--- src/rtl/spram_rr_arbiter_pkg.sv ---
// Shared types for the two-port round-robin front end of the single-port sine-table RAM.
package spram_arb_pkg;

  localparam int AW_DEF = 8;
  localparam int DW_DEF = 8;

  typedef logic port_id_t;

  // One RAM command as presented by a requester; the mux selects a whole command.
  typedef struct packed {
    logic              we;
    logic [AW_DEF-1:0] addr;
    logic [DW_DEF-1:0] wdata;
  } mem_cmd_t;

endpackage

--- src/rtl/spram_rr_arbiter_rr_arb2.sv ---
// Two-way round-robin grant with the last_grant register; the loser of a conflict wins the next one.
module rr_arb2
  import spram_arb_pkg::*;
(
  input  logic       clk,
  input  logic       rst,
  input  logic [1:0] valid,
  output logic [1:0] grant
);

  port_id_t last_q;
  port_id_t last_d;

  always_comb begin
    grant  = 2'b00;
    last_d = last_q;
    case (valid)
      2'b01:   grant = 2'b01;
      2'b10:   grant = 2'b10;
      2'b11:   grant = (last_q == 1'b1) ? 2'b01 : 2'b10;
      default: grant = 2'b00;
    endcase
    if (grant[0]) begin
      last_d = 1'b0;
    end else if (grant[1]) begin
      last_d = 1'b1;
    end
  end

  // Reset to port 1 so that port 0 takes the first contested cycle.
  always_ff @(posedge clk or posedge rst) begin
    if (rst) begin
      last_q <= 1'b1;
    end else begin
      last_q <= last_d;
    end
  end

endmodule

--- src/rtl/spram_rr_arbiter.sv ---
// Shares one read-first, synchronous-read RAM between two valid/ready requesters;
// read data returns to the granted port one cycle later, tagged by rvalid.
module spram_rr_arbiter
  import spram_arb_pkg::*;
#(
  parameter int AW = AW_DEF,
  parameter int DW = DW_DEF,
  parameter int CW = 16
) (
  input  logic          clk,
  input  logic          rst,
  input  logic          req0_valid,
  output logic          req0_ready,
  input  logic          req0_we,
  input  logic [AW-1:0] req0_addr,
  input  logic [DW-1:0] req0_wdata,
  output logic          req0_rvalid,
  output logic [DW-1:0] req0_rdata,
  input  logic          req1_valid,
  output logic          req1_ready,
  input  logic          req1_we,
  input  logic [AW-1:0] req1_addr,
  input  logic [DW-1:0] req1_wdata,
  output logic          req1_rvalid,
  output logic [DW-1:0] req1_rdata,
  output logic [AW-1:0] mem_a,
  output logic          mem_we,
  output logic [DW-1:0] mem_d,
  input  logic [DW-1:0] mem_q,
  output logic [CW-1:0] conflicts
);

  logic [1:0]    valid;
  logic [1:0]    grant;
  mem_cmd_t      cmd [2];
  mem_cmd_t      sel_cmd;
  logic [1:0]    rvalid_q;
  logic [1:0]    rvalid_d;
  logic [DW-1:0] rdata [2];
  logic [CW-1:0] conflicts_q;
  logic [CW-1:0] conflicts_d;

  assign valid = {req1_valid, req0_valid};

  // The command struct is sized to the package defaults; non-default AW/DW need the package widened.
  assign cmd[0] = '{we: req0_we, addr: AW_DEF'(req0_addr), wdata: DW_DEF'(req0_wdata)};
  assign cmd[1] = '{we: req1_we, addr: AW_DEF'(req1_addr), wdata: DW_DEF'(req1_wdata)};

  rr_arb2 u_arb (
    .clk   (clk),
    .rst   (rst),
    .valid (valid),
    .grant (grant)
  );

  always_comb begin
    sel_cmd = '0;
    if (grant[0]) begin
      sel_cmd = cmd[0];
    end else if (grant[1]) begin
      sel_cmd = cmd[1];
    end
  end

  assign mem_a  = AW'(sel_cmd.addr);
  assign mem_d  = DW'(sel_cmd.wdata);
  // Gate with rst so no write can reach the RAM while reset is held.
  assign mem_we = sel_cmd.we & ~rst;

  for (genvar gi = 0; gi < 2; gi++) begin : g_port
    assign rvalid_d[gi] = grant[gi] & ~cmd[gi].we;
    assign rdata[gi]    = rvalid_q[gi] ? mem_q : '0;
  end

  always_comb begin
    conflicts_d = conflicts_q;
    if ((&valid) && !(&conflicts_q)) begin
      conflicts_d = conflicts_q + 1'b1;
    end
  end

  always_ff @(posedge clk or posedge rst) begin
    if (rst) begin
      rvalid_q    <= 2'b00;
      conflicts_q <= '0;
    end else begin
      rvalid_q    <= rvalid_d;
      conflicts_q <= conflicts_d;
    end
  end

  assign req0_ready  = grant[0];
  assign req1_ready  = grant[1];
  assign req0_rvalid = rvalid_q[0];
  assign req1_rvalid = rvalid_q[1];
  assign req0_rdata  = rdata[0];
  assign req1_rdata  = rdata[1];
  assign conflicts   = conflicts_q;

endmodule
--- config.mk ---
export PLATFORM = sky130hd
export DESIGN_NAME = spram_rr_arbiter
export DESIGN_NICKNAME = d
export VERILOG_FILES = /design/src/rtl/spram_rr_arbiter_pkg.sv /design/src/rtl/spram_rr_arbiter_rr_arb2.sv /design/src/rtl/spram_rr_arbiter.sv
export SDC_FILE = /design/constraint.sdc
export NUM_CORES = 1
export LEC_CHECK = 0
export BUFFER_PORTS_ARGS = -buffer_cell sky130_fd_sc_hd__buf_2
export CORE_MARGIN = 2
export CORE_UTILIZATION = 35
export DETAILED_ROUTE_END_ITERATION = 8
export PLACE_DENSITY_LB_ADDON = 0.2
export SKIP_LAST_GASP = 1
export SYNTH_ARGS = -nofsm -noshare
export SYNTH_HDL_FRONTEND = slang
export SYNTH_HIERARCHICAL = 1
export SYNTH_SLANG_ARGS = --single-unit
--- constraint.sdc ---
create_clock -name clk -period 1.8 [get_ports clk]
set_clock_uncertainty 0.1 [all_clocks]
set_input_delay 0.09 -clock clk [delete_from_list [all_inputs] [get_ports clk]]
set_output_delay 0.09 -clock clk [all_outputs]
set_load 0.02 [all_outputs]
## Word level (Yosys, flattened, before mapping)

Index checks and enable logic that the tools add are counted.

- Bits in registers: 19
- Input port bits: 46
- Output and inout port bits: 53
- Logic and storage cells: 26

- Add/subtract/negate cells: 1
- Equality and inequality tests: 3
- Multiplexer cells: 8
- Bitwise logic cells: 6
- Reductions and logical operators: 5

Operators by type and width:

| operator | count |
|---|---|
| $mux 17 | 2 |
| $add 16x1->16 const B | 1 |
| $mux 8 | 2 |
| $reduce_and 16->1 | 1 |
| $pmux 2 s3 | 1 |
| $eq 2x2->1 const B | 2 |
| $and 1x1->1 | 3 |
| $not 1->1 | 3 |
| $eq 2x1->1 const B | 1 |
| $mux 1 | 2 |
| $mux 2 | 1 |
| $reduce_and 2->1 | 1 |
| $reduce_bool 2->1 | 1 |
| $logic_and 1x1->1 | 1 |
| $logic_not 1->1 | 1 |

## Depth between registers and ports, before layout

Gate-level depths: netlist of the first run.

- Word-level depth: 5
- Mapped depth: 6
- Depth with buffers taken out: 5

## Hierarchy

Netlist of the first run, hierarchy kept.

By module, submodules not included:

| module | times used | cells an instance | area each (um^2) | seq. area each (um^2) |
|---|---|---|---|---|
| spram_rr_arbiter | 1 | 121 | 1,166.1 | 450.4 |
| rr_arb2 | 1 | 7 | 57.6 | 26.3 |

## Least setup slack after synthesis of the first run

OpenSTA, ideal clock, no wires.

- Kind: reg-to-output
- From: register u_arb.last_q
- To: output port mem_a[0]
- Data arrival time: 1,964 ps
- Slack: -354 ps
- Stages on the path, launching flop included: 6
- Cells stage by stage: dfstp_2 -> a21boi_0 -> nor2b_1 -> clkbuf_1 -> clkbuf_1 -> a22o_1

- Word-level cells in the longest chain between the ends: 4

Ends and longest elaborated chain:

| what | RTL line | RTL |
|---|---|---|
| start: declaration | spram_rr_arbiter_rr_arb2.sv:11 | `port_id_t last_q;` |
| start signal: assignment | spram_rr_arbiter_rr_arb2.sv:35 | `last_q <= last_d;` |
| $mux 2 | spram_rr_arbiter_rr_arb2.sv:20 | `2'b11: grant = (last_q == 1'b1) ? 2'b01 : 2'b10;` |
| $pmux 2 s3 | spram_rr_arbiter_rr_arb2.sv:17 | `case (valid)` |
| via req1_ready | spram_rr_arbiter.sv:20 | `output logic req1_ready,` |
| $mux 17 | spram_rr_arbiter.sv:60 | `end else if (grant[1]) begin` |
| $mux 17 | spram_rr_arbiter.sv:58 | `if (grant[0]) begin` |
| end: declaration | spram_rr_arbiter.sv:26 | `output logic [AW-1:0] mem_a,` |

The timed path passes the listed nets, and every way through them passes these cells.

## Final worst setup path of the first run

- From: register u_arb.last_q
- To: output port mem_we

- Word-level cells in the longest chain between the ends: 5

Ends and longest elaborated chain:

| what | RTL line | RTL |
|---|---|---|
| $mux 2 (*) | spram_rr_arbiter_rr_arb2.sv:20 |  |
| $pmux 2 s3 (*) | spram_rr_arbiter_rr_arb2.sv:17 |  |
| $mux 17 | spram_rr_arbiter.sv:60 |  |
| $mux 17 (*) | spram_rr_arbiter.sv:58 |  |
| $and 1x1->1 (*) | spram_rr_arbiter.sv:68 | `assign mem_we = sel_cmd.we & ~rst;` |
| end: declaration | spram_rr_arbiter.sv:27 | `output logic mem_we,` |

Mark *: on every way between the ends. The rest lies on a longest branch, timed or not.

==> results of run 1 <==
[repair_timing]
item / 4_1_cts / 5_1_grt
hold buffers: 4 / 0
setup endpoints to repair: 18 / 23
setup buffers: 4 / 6
gates resized for setup: 13 / 32
endpoints found under the hold margin: 22 / 0
pin swaps: 1 / 11
cloned: 4 / 0
[per-stage QoR]
stage / instances / hold WS (ns)
after CTS: 297 / 0.0797
after floorplan: 128 / -0.120
after global routing: 303 / 0.0979
final: 303 / 0.0840
after detailed placement: 281 / 0.0130
after global placement: 281 / 0.0186
[kinds of logic after synthesis]
logic type | after synthesis | synth area share, %
buffers and inverters | 9 | 2.76
multiplexers | 1 | 0.920
AND/OR/NAND/NOR | 63 | 32.5
flip-flops | 19 | 39.0
XOR/XNOR | 14 | 10.0
AO/OA/AOI/OAI | 21 | 13.8
adder cells (fa/ha/maj) | 1 | 1.02
[path summary, 6_finish.rpt]
| kind | end | slack, ns | cells past startpoint |
|---|---|---|---|
| max in group asynchronous | conflicts[6]$_DFFE_PP0P_ | 0.76 | 3 |
| min in group asynchronous | u_arb/last_q$_DFFE_PP1P_ | 0.24 | 3 |
| setup reg to reg | conflicts[14]$_DFFE_PP0P_ | 0.06 | 4 |
| hold / removal | u_arb/last_q$_DFFE_PP1P_ | 0.08 | 4 |
| setup / recovery | mem_we | -0.09 | 6 |
| hold reg to reg | conflicts[9]$_DFFE_PP0P_ | 0.45 | 1 |
[routing by layer]
layer / global-route usage, % / wire length (um)
met4: 2.78 / 19
met3: 3.93 / 200
met1: 24.0 / 1770
met2: 37.6 / 2350
met5: 0 / 0
[final cells by class]
type	count	area, sq um	area share [%]
tap	46	57.6	2.64
clock buffer	4	26.3	1.20
inverter	5	18.8	0.860
timing repair buffer	128	813	37.3
sequential	19	483	22.1
multi-input combinational	101	783	35.9
[power by group]
group / switching [mW] / internal [mW]
logic: 0.452 / 0.422
registers: 0.123 / 0.524
clock network: 0.128 / 0.0862
[flip-flops by register name, indices dropped and copies added (netlist names)]
signal	flops
rvalid_q	2
u_arb/last_q	1
conflicts	16
[critical path, cell delays in order (launching register included)]
cell,delay (ns)
dfstp_2,0.55
inv_2,0.04
a21boi_4,0.26
nor2b_4,0.11
a22oi_1,0.22
nor2_1,0.07
buf_2,0.16
[cells in the mapped netlist (4+ instances only)]
cell type  number  area, sq um
nor3_1          4         20.0
xor2_1         11         96.3
nand3_1         6         30.0
nand2_1         7         26.3
nor4_1          4         25.0
dfrtp_1        18          450
a22o_1         15          131
nor2_1          7         26.3
and2_1         17          106
inv_1           5         18.8
nand4_1         4         25.0
==> results.tsv, run 1 <==
stage	metric	value	unit
outcome	run_status	complete, but fails checks	
outcome	failed_checks	negative setup slack	
floorplan	rows	21	
finish	final_cell_mix	buf_2 (87), buf_4 (21), and2_1 (17)	
setup_path	crit_type	flip-flop to output pin	
synth	synth_cells	128	
detailed_routing	wl_per_cell	14.3	um
synth	ys_ff_latch	19	
detailed_routing	drtPass1Iterations	4	
grt	overflow	0	
floorplan	initial_utilization	36.7	%
synth	yosysSeqAreaShare	39.0	%
cts	cts_root_buf	clkbuf_4	
finish	diodes	0	
detailed_routing	routed_via_density	4.86	
synth	synth_edf_count	0	
cts	cts_max_path_buffers	2	
setup_path	cp-end-kind	output pin	
synth	netlist_area	1220	sq um
setup_path	cp-startpoint	u_arb/last_q$_DFFE_PP1P_	
floorplan	die_w	63.1	um
pwr	p_leak	1.21	nW
hold_path	min_path_type	input pin to flip-flop	
timing	period_share	105	%
cts	insertion_delay	0.29	ns
timing	setup_tns	-0.794	ns
setup_path	critPathArrivalTime	1.70	ns
setup_path	cp_max_fo	8	
grt	grt_usage	20.1	%
timing	clock.fmax	529	MHz
timing	rsz0062_at_grt	yes	
finish	final_common_cell	buf_2	
finish	num-fill-cells	314	
finish	fin_nets	305	
place	dp_slack	-0.112	ns
hold_path	hp-start	req1_valid	
place	port_buffers	98	
pwr	peakVddDrop	0.640	mV
pwr	p_total	1.73	mW
cts	cts_max_level	1	
finish	syn_to_final_growth	78.3	%
timing	slew_headroom	54.0	%
grt	grt_first_pass_wirelength	6530	um
finish	stdcell_area	2180	sq um
synth	synth_ff_type	dfrtp_1	
grt	grt_max_degree	19	
synth	synth.distinct_cells	32	
timing	final_max_slew_viol_count	0	
timing	worst_pin_slew	0.689	ns
detailed_routing	vias	1473	
floorplan	die_h	63.1	um
cts	cts_buffers	3	
cts	clkTransAtPathRegs	0.11	ns
synth	synth_warnings	6	
grt	grt_pass1_vias	1478	
synth	synth_nets	175	
finish	fin_util	65.4	%
cts	cts.sinks	19	
finish	layout-drive-gt1-share	58.4	%
synth	synthArstFlopShare	100	%
grt	antenna_found_initial	0	
detailed_routing	drt_iter0_drc	55	
place	dp_hpwl	3010	um
timing	layout_setup_ws	-0.0918	ns
floorplan	pin_count	99	
timing	final-hold-violation-count	0	
flow_run	max_cap_viol_count	0	
detailed_routing	drtAntennaViolNets	0	
cts	cts_tree	yes	
place	gp_congestion	0.780	
timing	finalCriticalPeriod	1.89	ns
floorplan	die-area	3990	sq um
detailed_routing	wl	4330	um
timing	setup_viol	15	
setup_path	startpoint_type	flip-flop	
detailed_routing	drc_errors	0	
floorplan	core_area	3340	sq um
pwr	power_density	795	nW/um^2
place	post_dp_cell_area	1870	sq um
setup_path	r2r_start	conflicts[14]$_DFFE_PP0P_	
synth	syn_area_per_cell	9.56	sq um
setup_path	cp.required	1.61	ns
Power figures use the tool's default switching activity.
==> run 2, diff against run 1 <==
Settings changed: CTS_BUF_LIST set to sky130_fd_sc_hd__clkbuf_16.
==> run 2 against run 1 <==
Net effect: the run now ends clean; die area unchanged; first-iteration DRC count up 15%; power rose by 7.5%; setup slack improved by 0.096 ns; hold slack better by 0.052 ns; global-route usage decreased by 0.46 points; utilization decreased by 1.5 points; cell area down 2.3%; via count decreased by 0.41%; largest cell class is now multi-input combinational cells; non-clock buffer count is 6 lower; highest routed layer unchanged.
==> results.tsv, run 2 (synthesized netlist as in run 1, its figures left out) <==
stage	metric	value	unit	change
detailed_routing	drc_errors	0		unchanged
timing	final_max_slew_viol_count	0		unchanged
pwr	power_density	875	nW/um^2	+10%
place	port_buffers	98		unchanged
setup_path	crit_type	flip-flop to output pin		
pwr	comb_power_share	41.9	%	-8.5 points
outcome	run_status	finished, final reports clean		
pwr	clkPwrFrac	23.8	%	+12 points
cts	cts_max_level	1		unchanged
finish	num-fill-cells	328		+4.5%
floorplan	rows	21		unchanged
cts	cts.sinks	19		unchanged
cts	cts_root_buf	clkbuf_16		
timing	slew_headroom	53.2	%	-0.77 points
floorplan	initial_utilization	36.7	%	unchanged
cts	cts_max_path_buffers	2		unchanged
setup_path	critPathArrivalTime	1.61	ns	-0.09 ns
grt	grt_first_pass_wirelength	6310	um	-3.4%
timing	setup_viol	0		-15
hold_path	min_path_type	input pin to flip-flop		
floorplan	die_h	63.1	um	unchanged
timing	whs	0.136	ns	+0.0518 ns
floorplan	die-area	3990	sq um	unchanged
finish	layout-drive-gt1-share	57.4	%	-1.0 points
detailed_routing	highest_layer	met4		
cts	cts_buffers	3		unchanged
grt	grt_max_degree	19		unchanged
setup_path	cp_max_fo	5		-3
pwr	p_seq_share	34.3	%	-3.0 points
cts	insertion_delay	0.25	ns	-0.04 ns
finish	largest_reg_flops	16		unchanged
grt	antenna_found_initial	0		unchanged
floorplan	core_area	3340	sq um	unchanged
timing	clock.fmax	557	MHz	+5.3%
detailed_routing	wl_met3	230	um	+15%
timing	rsz0062_at_grt	yes		
detailed_routing	wl_met1	1610	um	-9.0%
detailed_routing	routed_via_density	4.94		+1.6%
setup_path	slowest_delay	0.54	ns	about the same
finish	diodes	0		unchanged
flow_run	max_cap_viol_count	0		unchanged
setup_path	cp-end-kind	output pin		
pwr	p_int	1.17	mW	+14%
timing	period_share	99.8	%	-5.3 points
detailed_routing	wl	4030	um	-7.0%
setup_path	startpoint_type	flip-flop		
grt	overflow	0		unchanged
grt	grt_usage	19.6	%	-0.46 points
grt	grt_pass1_vias	1438		-2.7%
pwr	p_leak	1.19	nW	-1.5%
place	gp_congestion	0.780		unchanged
finish	final_common_cell	buf_2		
place	dp_hpwl	3010	um	unchanged
cts	cts_tree	yes		
pwr	switching_share	37.1	%	-3.4 points
pwr	p_sw	0.692	mW	-1.5%
setup_path	crit_chain	inv_2, a21boi_4, buf_6, a22oi_2, nor2_1, buf_4		
detailed_routing	routed-wl-met2	2140	um	-8.8%
finish	syn_to_final_growth	74.2	%	
detailed_routing	wl_per_cell	13.6	um	-5.1%
pwr	peakVddDrop	0.571	mV	-11%
timing	setup_tns	0	ns	+0.794 ns
floorplan	die_w	63.1	um	unchanged
setup_path	cp.required	1.61	ns	about the same
cts	clkTransAtPathRegs	0.05	ns	-0.06 ns
timing	final-hold-violation-count	0		unchanged
detailed_routing	drt_iter0_drc	63		+15%
finish	fin_nets	299		-2.0%
floorplan	pin_count	99		unchanged
setup_path	worst_path_max_delay_cell	dfstp_2		
timing	finalCriticalPeriod	1.80	ns	-0.0957 ns
detailed_routing	drtAntennaViolNets	0		unchanged
timing	worst_pin_slew	0.701	ns	+0.0115 ns
finish	final_cell_mix	buf_2 (93), buf_4 (19), and2_1 (17)		
detailed_routing	vias	1467		-0.41%
detailed_routing	drtPass1Iterations	4		unchanged
[run 2: metal layers]
layer	track usage, %	vias up
li1	-	714
met1	23.0	686
met2	36.4	61
met3	3.57	6
met4	5.00	0
met5	0	-
[run 2: cell type report]
| cell class | instances | area, sq um | area share, % |
|---|---|---|---|
| multi-input combinational | 101 | 778 | 36.5 |
| inverter | 5 | 18.8 | 0.880 |
| tap | 46 | 57.6 | 2.70 |
| clock buffer | 3 | 75.1 | 3.52 |
| timing repair buffer | 122 | 716 | 33.6 |
| sequential | 19 | 483 | 22.7 |
| clock inverter | 1 | 3.75 | 0.176 |
[run 2: metrics by stage]
step                      instance area (sq um)  setup WS (ns)  instances  power (mW)  utilization [%]
final                                      2130        0.00384        297        1.86             63.9
after global routing                       2130        -0.0878        297        1.99             63.9
after CTS                                  2010         0.0108        290        1.81             60.3
after detailed placement                   1870         -0.112        281        1.34             55.9
after global placement                     1870         -0.132        281        1.33             55.9
after floorplan                            1240       0.000559        128        1.03                -
[run 2: worst paths after layout]
kind                       cells past startpoint                 startpoint                         to  slack, ns
max                                            6   u_arb/last_q$_DFFE_PP1P_                     mem_we      0.004
min                                            4                 req1_valid   u_arb/last_q$_DFFE_PP1P_       0.14
max reg2reg                                    4  conflicts[14]$_DFFE_PP0P_  conflicts[14]$_DFFE_PP0P_       0.06
min reg2reg                                    1   conflicts[6]$_DFFE_PP0P_   conflicts[6]$_DFFE_PP0P_       0.43
max in group asynchronous                      3                        rst   conflicts[6]$_DFFE_PP0P_       0.70
min in group asynchronous                      3                        rst   u_arb/last_q$_DFFE_PP1P_       0.29
[run 2: worst max-delay path: cells and delay by family (launching register included)]
family          cells  cell delay [ns]
compound gates      2             0.35
buf+inv             3             0.35
flops               1             0.54
simple gates        1             0.11
[run 2: what timing repair did]
action,CTS,global route
hold buffers,4,0
setup buffers,0,5
pin swaps,0,10
hold endpoints to repair,22,0
setup endpoints to repair,16,23
resized for setup,5,21
gates cloned,1,2
[run 2: power groups by stage]
| stage | registers [mW] | clock network, mW | logic [mW] |
|---|---|---|---|
| floorplan | 0.749 | 0 | 0.286 |
| global placement | 0.641 | 0 | 0.691 |
| detailed placement | 0.645 | 0 | 0.695 |
| CTS | 0.640 | 0.455 | 0.716 |
| global route | 0.660 | 0.483 | 0.842 |
| finish | 0.640 | 0.444 | 0.781 |
